### config.mk
export PLATFORM = sky130hd
export DESIGN_NAME = req_ack_window_monitor
export DESIGN_NICKNAME = d
export VERILOG_FILES = /design/src/rtl/req_ack_mon_pkg.sv /design/src/rtl/req_ack_chan_fsm.sv /design/src/rtl/req_ack_window_monitor.sv
export SDC_FILE = /design/constraint.sdc
export NUM_CORES = 1
export LEC_CHECK = 0
export CORE_MARGIN = 2
export CORE_UTILIZATION = 35
export DETAILED_ROUTE_END_ITERATION = 16
export HOLD_SLACK_MARGIN = 0.05
export PLACE_DENSITY = 0.55
export SYNTH_ARGS = -nofsm -noshare
export SYNTH_HDL_FRONTEND = slang
export SYNTH_SLANG_ARGS = --single-unit
### constraint.sdc
create_clock -name clk -period 4.55 [get_ports clk]
set_input_delay 0.6825 -clock clk [delete_from_list [all_inputs] [get_ports clk]]
set_output_delay 0.6825 -clock clk [all_outputs]
set_load 0.01 [all_outputs]
### src/rtl/req_ack_mon_pkg.sv
// Shared types and helpers for the req/ack window monitor.
package req_ack_mon_pkg;

  typedef enum logic {
    IDLE = 1'b0,
    WAIT = 1'b1
  } chan_state_e;

  typedef enum logic [1:0] {
    NONE    = 2'd0,
    TIMEOUT = 2'd1,
    OVERLAP = 2'd2
  } err_code_e;

  localparam int unsigned MaxCntW = 32;

  // Saturating add clamped at 2**width-1; width must not exceed MaxCntW.
  function automatic logic [MaxCntW-1:0] sat_add(input logic [MaxCntW-1:0] cnt,
                                                 input logic [MaxCntW-1:0] inc,
                                                 input int unsigned        width);
    logic [MaxCntW:0] sum;
    logic [MaxCntW:0] lim;
    sum = {1'b0, cnt} + {1'b0, inc};
    lim = ({{MaxCntW{1'b0}}, 1'b1} << width) - {{MaxCntW{1'b0}}, 1'b1};
    return (sum > lim) ? lim[MaxCntW-1:0] : sum[MaxCntW-1:0];
  endfunction

endpackage

### src/rtl/req_ack_chan_fsm.sv
// One monitored channel: request edge detect, IDLE/WAIT FSM and ack window timer.
module req_ack_chan_fsm
  import req_ack_mon_pkg::*;
#(
  parameter int unsigned MAX_DLY = 5
) (
  input  logic      clk_i,
  input  logic      rst_ni,
  input  logic      enable_i,
  input  logic      sel_i,
  input  logic      req_i,
  input  logic      ack_i,
  output logic      pass_o,
  output logic      err_o,
  output logic      err_dbl_o,
  output err_code_e err_code_o,
  output logic      busy_o
);

  localparam int unsigned TW = (MAX_DLY > 0) ? $clog2(MAX_DLY + 1) : 1;

  chan_state_e   state_q;
  logic [TW-1:0] timer_q;
  logic          req_q;
  logic          pass_q, err_q, err_dbl_q;
  err_code_e     err_code_q;

  logic rose, arm, last, timeout;

  assign rose    = req_i & ~req_q;
  assign arm     = enable_i & rose & sel_i;
  assign last    = (timer_q == TW'(MAX_DLY));
  assign timeout = ~ack_i & last;

  always_ff @(posedge clk_i or negedge rst_ni) begin
    if (!rst_ni) begin
      state_q    <= IDLE;
      timer_q    <= '0;
      req_q      <= 1'b0;
      pass_q     <= 1'b0;
      err_q      <= 1'b0;
      err_dbl_q  <= 1'b0;
      err_code_q <= NONE;
    end else begin
      // Edge history tracks req even while disabled.
      req_q      <= req_i;
      pass_q     <= 1'b0;
      err_q      <= 1'b0;
      err_dbl_q  <= 1'b0;
      err_code_q <= NONE;
      if (!enable_i) begin
        state_q <= IDLE;
        timer_q <= '0;
      end else begin
        case (state_q)
          IDLE: begin
            if (arm) begin
              state_q <= WAIT;
              timer_q <= '0;
            end
          end
          WAIT: begin
            if (ack_i || last) begin
              pass_q  <= ack_i;
              state_q <= arm ? WAIT : IDLE;
              timer_q <= '0;
            end else begin
              timer_q <= timer_q + TW'(1);
            end
            // A re-pulsed req is an overlap; timeout wins the reported code.
            if (timeout || rose) begin
              err_q      <= 1'b1;
              err_code_q <= timeout ? TIMEOUT : OVERLAP;
              err_dbl_q  <= timeout & rose;
            end
          end
        endcase
      end
    end
  end

  assign pass_o     = pass_q;
  assign err_o      = err_q;
  assign err_dbl_o  = err_dbl_q;
  assign err_code_o = err_code_q;
  assign busy_o     = (state_q == WAIT);

endmodule

### src/rtl/req_ack_window_monitor.sv
// Multi-channel req/ack window checker: per-channel FSMs, error priority encode, counters.
module req_ack_window_monitor
  import req_ack_mon_pkg::*;
#(
  parameter int unsigned NCH     = 4,
  parameter int unsigned MAX_DLY = 5,
  parameter int unsigned CNT_W   = 16,
  parameter int unsigned SEL_W   = (NCH > 1) ? $clog2(NCH) : 1
) (
  input  logic             clk,
  input  logic             reset_n,
  input  logic             enable,
  input  logic [SEL_W-1:0] bus_select,
  input  logic [NCH-1:0]   req,
  input  logic [NCH-1:0]   ack,
  output logic [NCH-1:0]   pass_vec,
  output logic [NCH-1:0]   err_vec,
  output logic             err_valid,
  output logic [SEL_W-1:0] err_ch,
  output logic [1:0]       err_code,
  output logic             busy,
  output logic [CNT_W-1:0] pass_cnt,
  output logic [CNT_W-1:0] fail_cnt
);

  logic [NCH-1:0] err_dbl;
  logic [NCH-1:0] busy_vec;
  err_code_e      chan_code [NCH];

  for (genvar i = 0; i < NCH; i++) begin : g_chan
    req_ack_chan_fsm #(
      .MAX_DLY (MAX_DLY)
    ) u_chan (
      .clk_i      (clk),
      .rst_ni     (reset_n),
      .enable_i   (enable),
      .sel_i      (bus_select == SEL_W'(i)),
      .req_i      (req[i]),
      .ack_i      (ack[i]),
      .pass_o     (pass_vec[i]),
      .err_o      (err_vec[i]),
      .err_dbl_o  (err_dbl[i]),
      .err_code_o (chan_code[i]),
      .busy_o     (busy_vec[i])
    );
  end

  assign err_valid = |err_vec;
  assign busy      = |busy_vec;

  // Lowest-index erroring channel wins.
  always_comb begin
    err_ch   = '0;
    err_code = NONE;
    for (int i = int'(NCH) - 1; i >= 0; i--) begin
      if (err_vec[i]) begin
        err_ch   = SEL_W'(i);
        err_code = chan_code[i];
      end
    end
  end

  logic [5:0] pass_inc, fail_inc;

  always_comb begin
    pass_inc = '0;
    fail_inc = '0;
    for (int i = 0; i < int'(NCH); i++) begin
      pass_inc = pass_inc + 6'(pass_vec[i]);
      fail_inc = fail_inc + 6'(err_vec[i]) + 6'(err_dbl[i]);
    end
  end

  logic [CNT_W-1:0] pass_cnt_q, fail_cnt_q;

  always_ff @(posedge clk or negedge reset_n) begin
    if (!reset_n) begin
      pass_cnt_q <= '0;
      fail_cnt_q <= '0;
    end else begin
      pass_cnt_q <= CNT_W'(sat_add(MaxCntW'(pass_cnt_q), MaxCntW'(pass_inc), CNT_W));
      fail_cnt_q <= CNT_W'(sat_add(MaxCntW'(fail_cnt_q), MaxCntW'(fail_inc), CNT_W));
    end
  end

  assign pass_cnt = pass_cnt_q;
  assign fail_cnt = fail_cnt_q;

endmodule

* Word-level counts from Yosys, hierarchy flattened
Cells that the tools add are included.
Word-level totals: bits in registers 72, bits in latches 0, bits in writable memories 0, bits in read-only memories 0, logic and storage cells 196, memories 0
Cells by class: add/subtract/negate cells 16, $mul 0, divide/modulo/power cells 0, magnitude comparators 2, equality and inequality tests 11, shifts and indexed selects 0, mux-type cells 94, bitwise operators 32, reductions and logical operators 11
Operators with widths (number):
- 1-bit 2-to-1 mux | 48
- 2-bit 2-to-1 mux | 24
- 3-bit 2-to-1 mux | 12
- 17-bit by 16-bit > comparator with 1-bit output, second input constant | 2
- 16-bit 2-to-1 mux | 2
- 3-bit case mux with 2 select lines | 4
- 1-bit AND | 20
- 16-bit by 4-bit adder with 17-bit output | 1
- 16-bit by 6-bit adder with 17-bit output | 1
- 3-bit by 1-bit adder with 3-bit output, second input constant | 4
- 6-bit by 1-bit adder with 6-bit output | 2
- 3-bit equality test, second input constant | 4
- 3-bit by 2-bit != test with 1-bit output, second input constant | 4
- 1-bit NOT | 12
- 3-bit by 1-bit adder with 4-bit output | 2
- 1-bit logical OR | 8
- 1-bit case mux with 2 select lines | 4
- 4-bit OR reduction | 2
- 2-bit by 1-bit adder with 3-bit output | 2
- 5-bit by 1-bit adder with 6-bit output | 1
- 4-bit by 1-bit adder with 5-bit output | 1
- 1-bit by 1-bit adder with 2-bit output | 2
- 2-bit equality test, second input constant | 2
- 2-bit by 1-bit equality test with 1-bit output, second input constant | 1
- 2-bit zero test | 1

* Logic depth before layout (Yosys ltp)
Gate-level depths: netlist (run 1).
depth after elaboration 10, depth in mapped cells 12, depth with buffers taken out 12

* Cells and area by module
From an unflattened synthesis (run 1), not the netlist that was laid out.
Second synthesis, totals: cells, all modules 343, area total of the unflattened synthesis 3656.0 um^2
Modules (own cells, without submodules):
- req_ack_window_monitor | instances 1, cells an instance 199, area each 1963.1 um^2, seq. area each 800.8 um^2
- req_ack_chan_fsm at g_chan[1].u_chan ... | instances 3, cells an instance 36, area each 422.9 um^2, seq. area each 250.2 um^2
- req_ack_chan_fsm at g_chan[0].u_chan | instances 1, cells an instance 36, area each 424.2 um^2, seq. area each 250.2 um^2

* Least setup slack after synthesis (run 1)
No wires, ideal clock.
path type register to register, start reg fail_cnt_q[0] (netlist: fail_cnt[0]), end reg fail_cnt_q[14] (netlist: fail_cnt[14]), setup time 0.127 ns, arrival time 3.620 ns, path slack 0.802 ns, cell stages (with the launch flop) 12, cell sequence dfrtp_1 -> fa_1 -> inv_1 -> fa_1 -> fa_1 -> fa_1 -> fa_1 -> nand2b_1 -> a21oi_1 -> nand2_1 -> nor2_1 -> mux2_1
On the way: longest elaborated chain between the ends 3
Ends and longest elaborated chain:
- start: declaration | line req_ack_window_monitor.sv:74 | logic [CNT_W-1:0] pass_cnt_q, fail_cnt_q;
- start signal: assignment | line req_ack_window_monitor.sv:82 | fail_cnt_q <= CNT_W'(sat_add(MaxCntW'(fail_cnt_q), MaxCntW'(fail_inc), CNT_W));
- 16-bit by 6-bit adder with 17-bit output (*) | line req_ack_mon_pkg.sv:23 | sum = {1'b0, cnt} + {1'b0, inc};
- 17-bit by 16-bit > comparator with 1-bit output | line req_ack_mon_pkg.sv:25 | return (sum > lim) ? lim[MaxCntW-1:0] : sum[MaxCntW-1:0];
- 16-bit 2-to-1 mux (*) | line req_ack_mon_pkg.sv:25
Every way passes the cells marked *; elsewhere a longest branch is shown, timed or not. A chain may end at the register's enable or synchronous reset.

* Worst setup path in the final report (run 1)
start reg fail_cnt_q[0] (netlist: fail_cnt[0]), end reg fail_cnt_q[3] (netlist: fail_cnt[3])
The elaborated chain is that of the path after synthesis.

==> results of run 1 <==
-- how the worst max path moves through the flow --
stage	from	to	slack [ps]
after global routing	fail_cnt[0]	fail_cnt[3]	270
after detailed placement	fail_cnt[0]	fail_cnt[3]	480
after global placement	fail_cnt[0]	fail_cnt[3]	600
after CTS	fail_cnt[0]	fail_cnt[3]	440
final	fail_cnt[0]	fail_cnt[3]	500
after floorplan	fail_cnt[0]	fail_cnt[14]	800
-- state kept, by name, summed over array words and instances (netlist names), 8 cells and up --
register	cells
g_chan.u_chan.timer_q	12
fail_cnt	16
pass_cnt	16
g_chan.u_chan.err_code_o	8
-- where the power goes --
| group | leakage (nW) | internal, mW | switching (mW) |
|---|---|---|---|
| Sequential | 0.989 | 0.665 | 0.0271 |
| Combinational | 1.02 | 0.0812 | 0.0797 |
| Clock | 0.0842 | 0.218 | 0.223 |
-- final cells by class --
type                    instances  area [um^2]  area share
flip-flops and latches         72         1800       0.407
multi-input cells             244         1640       0.369
repair buffers                 59          583       0.132
well taps                     136          170      0.0384
clock buffers                  12          155      0.0350
inverters                      21         78.8      0.0178
clock inverters                 1         5.00     0.00113
-- cells in the mapped netlist, types with 3 or more instances --
library cell	instances
buf_4	9
xor2_1	10
a211oi_1	4
inv_1	21
nand3_1	9
mux2_1	3
xnor2_1	8
nor3_1	10
o211ai_1	3
fa_1	8
o21ai_0	22
ha_1	15
a21oi_1	3
or3b_1	4
nand2b_1	16
or2_2	3
dfrtp_1	72
nand2_1	51
o21ai_1	7
and4_1	3
nor2_1	29
and3_1	7
nand4_1	3
-- critical path, cell delays in order (launching register included) --
cell and delay [ps]:
dfrtp_1 400, fa_1 540, inv_1 50, fa_1 500, fa_1 430, fa_1 420
fa_1 420, nand2b_1 190, a211oi_2 290, nand4_1 500, o21ai_0 220
-- metal layers --
metal / GRT usage / vias to the layer above / part of all wire
met5: 0 / - / 0
li1: - / 1288 / -
met2: 0.244 / 41 / 0.51
met1: 0.179 / 1273 / 0.44
met3: 0.0371 / 8 / 0.034
met4: 0.0479 / 0 / 0.013
-- kinds of logic after synthesis --
| kind of cell | share of synthesized area |
|---|---|
| compound gates | 0.0919 |
| buf+inv | 0.0475 |
| fa+ha+maj | 0.0964 |
| mux | 0.0121 |
| xor+xnor | 0.0437 |
| simple gates | 0.209 |
| flops | 0.499 |
==> out/metrics.csv, run 1 <==
metric,value,unit
cts_buffers,9,
place.gp.congestion,0.780,
final_cell_mix,"dfrtp_1 (72), clkdlybuf4s50_1 (57), nand2_1 (51), nor2_1 (29), o21ai_0 (22)",
areaGrowthSynthToFinish,22.7,%
drt-initial-drc-count,93,
cts.sink_count,72,
cts_setup_buffers,0,
antenna_left,0,
r2r_slack,500,ps
final-instance-count-excl-fill,545,
dp_hpwl,5390,um
cts_tree,built,
placementRows,37,
reg2regPathDepth,10,
finalClockSkew,10.6,ps
ys.flop_type,dfrtp_1,
relSlewSlack,0.323,
rsz0062_at_grt,no,
core,10200,um^2
worstHoldPathType,primary input to async pin,
gr-total-overflow,0,
r2r-start,fail_cnt[0],
synth_top_area_share,0.499,
hold_viol_final,0,
final_common_cell,dfrtp_1,
status,completed,
critical_path_class,register to register,
r2r_end,fail_cnt[3],
die_y,106,um
start_util,0.354,
antenna_found_initial,0,
ys_ff_latch,72,
tightest_slew,1010,ps
clkTransAtPathRegs,80,ps
yosys_warnings,0,
synth_edf_count,0,
ys_top_cells_by_area,"dfrtp_1 (50%), nand2_1 (5.3%), ha_1 (5.2%)",
cp.required,4810,ps
grt_pass1_wl,12600,um
period_needed,4050,ps
grt_pass1_vias,2583,
clockBufferDepth,2,
async_reset_ff_frac,1.00,
peakVddDrop,0.137,mV
dieWidth,106,um
hold_slack,505,ps
critPathLaunchType,register,
leakagePower,2.09,nW
vias,2610,
die-area,11100,um^2
cp_max_fo,12,
drive_gt1_frac,0.0636,
numPortBuffers,58,
diodes,0,
cts-root-buf,clkbuf_8,
synth.avg_cell_area,10.3,um^2
cts.hold.buffers_added,0,
place_area,4270,um^2
wl_per_cell,13.4,um
wl,7300,um
syn_area,3610,um^2
ioPinCount,59,
power_density,292,nW/um^2
fin_area,4430,um^2
synth_largest_area_cell,dfrtp_1,
slew_viol_final,0,
grt_usage,0.144,
firstDrtPassIters,4,
yosysSeqAreaShare,0.499,
setup_viol_count_final,0,
total_power,1.29,mW
synth_cells,350,
ctsResizeCount,0,
yosysUniqueCellTypes,47,
via_per_inst,4.79,
syn_nets,386,
n_fill_cell,991,
fin_crit_sh,0.890,
drc_errors,0,
worstSetupEndpointType,register,
finalSetupTns,0,ps
layout.nets,443,
drv_cap,0,
clk-insertion-delay-late,340,ps
worst_slack,502,ps
arrival,4300,ps
place_ws,484,ps
postLayoutCoreUtil,0.435,
fmax,247,MHz
dp.cells,532,
htree_levels,3,
grt_max_degree,46,
No activity file was read; power rests on OpenSTA's default activity.
==> run 2, diff against run 1 <==
--- a/config.mk
+++ b/config.mk
@@ -8,8 +8,8 @@
 export CORE_MARGIN = 2
 export CORE_UTILIZATION = 35
 export DETAILED_ROUTE_END_ITERATION = 16
-export HOLD_SLACK_MARGIN = 0.05
-export PLACE_DENSITY = 0.55
+export HOLD_SLACK_MARGIN = 0.08
+export PLACE_DENSITY_LB_ADDON = 0.1
 export SYNTH_ARGS = -nofsm -noshare
 export SYNTH_HDL_FRONTEND = slang
 export SYNTH_SLANG_ARGS = --single-unit
==> run 2 against run 1 <==
Net effect:
- first-iteration DRC count increased by 7.5%
- clock power increased by 28%
- setup slack improved by 25 ps
- highest routed layer unchanged
==> out/metrics.csv, run 2 (synthesis results as in run 1) <==
metric,value,unit,change
final_cell_mix,"dfrtp_1 (72), clkdlybuf4s50_1 (57), nand2_1 (51), nor2_1 (29), o21ai_0 (22)",,unchanged
layout.nets,443,,unchanged
r2r-start,fail_cnt[0],,unchanged
cts.hold.buffers_added,0,,unchanged
grt_usage,0.146,,was 0.144
slew_viol_final,0,,unchanged
grt_max_degree,38,,was 46
r2r_end,fail_cnt[0],,was fail_cnt[3]
htree_levels,3,,unchanged
setup_viol_count_final,0,,unchanged
internal_power,1.07,mW,was 0.965 mW
p_comb_frac,0.113,,was 0.124
worstHoldPathType,primary input to async pin,,unchanged
wl_met3,285,um,was 248 um
critPathLaunchType,register,,unchanged
top_layer_used,met4,,unchanged
r2r_slack,530,ps,was 500 ps
sw_frac_of_total,0.245,,was 0.254
drv_cap,0,,unchanged
worstPathCellList,fa_1 > inv_1 > fa_1 > fa_1 > fa_1 > fa_1 > nand2b_1 > a211oi_2 > nand4_1 > nand2_1,,was fa_1 > inv_1 > fa_1 > fa_1 > fa_1 > fa_1 > nand2b_1 > a211oi_2 > nand4_1 > o21ai_0
place_ws,554,ps,was 484 ps
start_util,0.354,,unchanged
power_switching,0.346,mW,was 0.329 mW
areaGrowthSynthToFinish,24.4,%,was 22.7%
relSlewSlack,0.410,,was 0.323
antenna_found_initial,0,,unchanged
power_density,315,nW/um^2,was 292 nW/um^2
peakVddDrop,0.169,mV,was 0.137 mV
n_fill_cell,985,,was 991
place.gp.congestion,0.737,,was 0.780
vias,2618,,was 2610
cts_setup_buffers,0,,unchanged
cts.sink_count,72,,unchanged
core,10200,um^2,unchanged
fin_crit_sh,0.884,,was 0.890
crit_family,adder cells,,unchanged
setup.worst_path.end,fail_cnt[0],,was fail_cnt[3]
ioPinCount,59,,unchanged
dp_hpwl,5510,um,was 5390 um
arrival,4280,ps,was 4300 ps
numPortBuffers,58,,unchanged
postLayoutCoreUtil,0.441,,was 0.435
crit_cells,10,,unchanged
antenna_left,0,,unchanged
rsz0062_at_grt,no,,unchanged
clk-insertion-delay-late,330,ps,was 340 ps
cpPeakStageDelay,530,ps,was 540 ps
period_needed,4020,ps,was 4050 ps
worst_path_most_repeated_cell,fa_1,,unchanged
worst_slack,527,ps,was 502 ps
cts-root-buf,clkbuf_8,,unchanged
hold_viol_final,0,,unchanged
status,completed,,unchanged
placementRows,37,,unchanged
p_clk_frac,0.399,,was 0.341
clockBufferDepth,2,,unchanged
wl,7480,um,was 7300 um
place_area,4270,um^2,unchanged
die_y,106,um,unchanged
drc_errors,0,,unchanged
fmax,249,MHz,was 247 MHz
clkTransAtPathRegs,80,ps,about the same
via_per_inst,4.78,,was 4.79
dr_wl_met2,3550,um,was 3730 um
drive_gt1_frac,0.0704,,was 0.0636
slowest_stage,fa_1,,unchanged
die-area,11100,um^2,unchanged
drt-initial-drc-count,100,,was 93
final_common_cell,dfrtp_1,,unchanged
reg2regPathDepth,10,,unchanged
crit_buf_inv,1,,unchanged
startpoint,fail_cnt[0],,unchanged
gr-total-overflow,0,,unchanged
diodes,0,,unchanged
fin_area,4490,um^2,was 4430 um^2
finalClockSkew,10.4,ps,was 10.6 ps
finalSetupTns,0,ps,unchanged
cp.required,4800,ps,was 4810 ps
leakagePower,2.11,nW,was 2.09 nW
ctsResizeCount,0,,unchanged
wl_per_cell,13.7,um,was 13.4 um
seqPwrFrac,0.488,,was 0.535
drt-met1-wl,3580,um,was 3230 um
dieWidth,106,um,unchanged
cts_tree,built,,unchanged
grt_pass1_vias,2594,,was 2583
firstDrtPassIters,4,,unchanged
tightest_slew,885,ps,was 1010 ps
critical_path_class,register to register,,unchanged
cts_buffers,9,,unchanged
grt_pass1_wl,12900,um,was 12600 um
cp_max_fo,12,,unchanged
worstSetupEndpointType,register,,unchanged
total_power,1.42,mW,was 1.29 mW
## run 2: cell type report
type	instances	area, um^2	share of cell area
clock buffers	11	141	0.0315
multi-input cells	244	1640	0.364
inverters	21	78.8	0.0176
flip-flops and latches	72	1800	0.401
well taps	136	170	0.0379
repair buffers	59	583	0.130
clock inverters	5	80.1	0.0178
## run 2: how the worst min path moves through the flow
| stage | end | slack (ps) | start |
|---|---|---|---|
| after floorplan | fail_cnt[0] | 390 | reset_n |
| after global placement | g_chan[0].u_chan.timer_q[2] | 490 | g_chan[0].u_chan.timer_q[2] |
| after detailed placement | g_chan[0].u_chan.timer_q[0] | 500 | g_chan[0].u_chan.timer_q[0] |
| after CTS | pass_cnt[14] | 490 | reset_n |
| after global routing | pass_cnt[4] | 540 | reset_n |
| final | pass_cnt[14] | 460 | reset_n |
## run 2: layer usage
metal | up-vias | GRT usage
met3 | 5 | 0.0247
met5 | - | 0
met1 | 1266 | 0.204
met2 | 51 | 0.230
met4 | 0 | 0.0536
li1 | 1296 | -
## run 2: worst reg2reg max path, stage by stage, from the launching register on
cell	delay (ps)
dfrtp_1	400
fa_1	530
inv_1	50
fa_1	500
fa_1	440
fa_1	400
fa_1	420
nand2b_1	200
a211oi_2	300
nand4_1	480
nand2_1	230
## run 2: power by group through the flow
stage / clock network (mW) / logic (mW) / registers [mW]
3_5_place_dp: 0 / 0.164 / 0.705
6_report: 0.564 / 0.160 / 0.691
2_1_floorplan: 0 / 0.0625 / 0.711
3_3_place_gp: 0 / 0.162 / 0.703
5_1_grt: 0.614 / 0.182 / 0.698
4_1_cts: 0.586 / 0.164 / 0.692
## run 2: through the flow
step	hold slack, ps	instances
floorplan	387	350
global placement	492	532
detailed placement	505	532
CTS	488	548
global route	542	548
finish	461	548
==> run 3, diff against run 2 <==
--- a/config.mk
+++ b/config.mk
@@ -5,9 +5,9 @@
 export SDC_FILE = /design/constraint.sdc
 export NUM_CORES = 1
 export LEC_CHECK = 0
-export CORE_MARGIN = 2
 export CORE_UTILIZATION = 35
 export DETAILED_ROUTE_END_ITERATION = 16
+export GPL_TIMING_DRIVEN = 1
 export HOLD_SLACK_MARGIN = 0.08
 export PLACE_DENSITY_LB_ADDON = 0.1
 export SYNTH_ARGS = -nofsm -noshare
==> run 3 against run 2 <==
Net effect:
- clock skew about the same
- clock-buffer cell count unchanged
- core utilization increased by 1.2 points
- die area decreased by 3.8%
- sequential share of layout area increased by 0.25 points
- fmax increased by 0.59%
==> out/metrics.csv, run 3 (synthesis results as in run 1) <==
metric,value,unit,change
status,completed,,unchanged
antenna_found_initial,0,,unchanged
place.gp.congestion,0.730,,was 0.737
diodes,0,,unchanged
clockBufferDepth,2,,unchanged
cp_max_fo,12,,unchanged
rsz0062_at_grt,no,,unchanged
cts_setup_buffers,0,,unchanged
total_power,1.36,mW,was 1.42 mW
hold_viol_final,0,,unchanged
vias,2587,,was 2618
relSlewSlack,0.504,,was 0.410
slew_viol_final,0,,unchanged
cts.sink_count,72,,unchanged
dieWidth,104,um,was 106 um
htree_levels,3,,unchanged
layout.nets,443,,unchanged
r2r-start,fail_cnt[0],,unchanged
start_util,0.366,,was 0.354
leakagePower,2.11,nW,about the same
dr_wl_met2,3560,um,was 3550 um
placementRows,36,,was 37
drt-met1-wl,3370,um,was 3580 um
period_needed,4000,ps,was 4020 ps
power_density,304,nW/um^2,was 315 nW/um^2
firstDrtPassIters,5,,was 4
top_layer_used,met4,,unchanged
gr-total-overflow,0,,unchanged
grt_pass1_wl,12700,um,was 12900 um
antenna_left,0,,unchanged
finalSetupTns,0,ps,unchanged
core,9860,um^2,was 10200 um^2
cp.required,4810,ps,was 4800 ps
setup_viol_count_final,0,,unchanged
startpoint,fail_cnt[0],,unchanged
peakVddDrop,0.184,mV,was 0.169 mV
tightest_slew,743,ps,was 885 ps
drive_gt1_frac,0.0704,,unchanged
final_common_cell,dfrtp_1,,unchanged
drv_cap,0,,unchanged
wl_met3,306,um,was 285 um
n_fill_cell,949,,was 985
cts_tree,built,,unchanged
die-area,10700,um^2,was 11100 um^2
cts.hold.buffers_added,0,,unchanged
finalClockSkew,9.94,ps,was 10.4 ps
critPathLaunchType,register,,unchanged
grt_usage,0.150,,was 0.146
ioPinCount,59,,unchanged
die_y,104,um,was 106 um
numPortBuffers,58,,unchanged
clk-insertion-delay-late,340,ps,was 330 ps
grt_max_degree,43,,was 38
fin_crit_sh,0.879,,was 0.884
worstSetupEndpointType,register,,unchanged
grt_pass1_vias,2545,,was 2594
cts-root-buf,clkbuf_8,,unchanged
arrival,4260,ps,was 4280 ps
critical_path_class,register to register,,unchanged
drc_errors,0,,unchanged
areaGrowthSynthToFinish,23.7,%,was 24.4%
worstHoldPathType,primary input to async pin,,unchanged
wl,7310,um,was 7480 um
cts_buffers,9,,unchanged
fmax,250,MHz,was 249 MHz
wl_per_cell,13.4,um,was 13.7 um
drt-initial-drc-count,63,,was 100
dp_hpwl,5390,um,was 5510 um
ctsResizeCount,0,,unchanged
final_cell_mix,"dfrtp_1 (72), clkdlybuf4s50_1 (57), nand2_1 (51), nor2_1 (29), o21ai_0 (22)",,unchanged
clkTransAtPathRegs,80,ps,about the same
via_per_inst,4.75,,was 4.78
run 3: final timing paths:
| kind | slack (ps) | endpoint | cells past startpoint |
|---|---|---|---|
| min in group clk | 520 | g_chan[0].u_chan.timer_q[2] | 2 |
| hold / removal | 390 | pass_cnt[14] | 1 |
| hold reg to reg | 520 | g_chan[0].u_chan.timer_q[2] | 2 |
| setup / recovery | 550 | fail_cnt[3] | 10 |
| setup reg to reg | 550 | fail_cnt[3] | 10 |
| max in group asynchronous | 3150 | fail_cnt[13] | 2 |
run 3: layout make-up:
| class | count | area [um^2] | area share |
|---|---|---|---|
| sequential | 72 | 1800 | 0.404 |
| tap | 133 | 166 | 0.0373 |
| timing repair buffer | 59 | 583 | 0.131 |
| inverter | 21 | 78.8 | 0.0177 |
| multi-input combinational | 244 | 1640 | 0.366 |
| clock inverter | 5 | 56.3 | 0.0126 |
| clock buffer | 11 | 141 | 0.0317 |
run 3: worst max-delay path, cell delays in order, from the launching register on:
cell,delay (ps)
dfrtp_1,410
fa_1,540
inv_1,50
fa_1,490
fa_1,420
fa_1,410
fa_1,420
nand2b_1,200
a211oi_2,280
nand4_1,480
o21ai_0,210
run 3: power breakdown:
| part | switching, mW | leakage [nW] | internal (mW) |
|---|---|---|---|
| Combinational | 0.0786 | 1.02 | 0.0804 |
| Clock | 0.238 | 0.0993 | 0.267 |
| Sequential | 0.0263 | 0.989 | 0.665 |
run 3: per-layer routing:
layer  vias to the layer above  track usage
met2                        50        0.243
met1                      1238        0.193
li1                       1293            -
met4                         0       0.0373
met5                         -            0
met3                         6       0.0472
run 3: through the flow:
step	utilization	setup slack (ps)	cell area (um^2)	hold slack, ps	cells
after floorplan	-	802	3610	387	350
after global placement	0.432	585	4270	496	529
after detailed placement	0.432	546	4270	506	529
after CTS	0.452	510	4460	415	545
after global routing	0.452	299	4460	452	545
final	0.452	550	4460	385	545
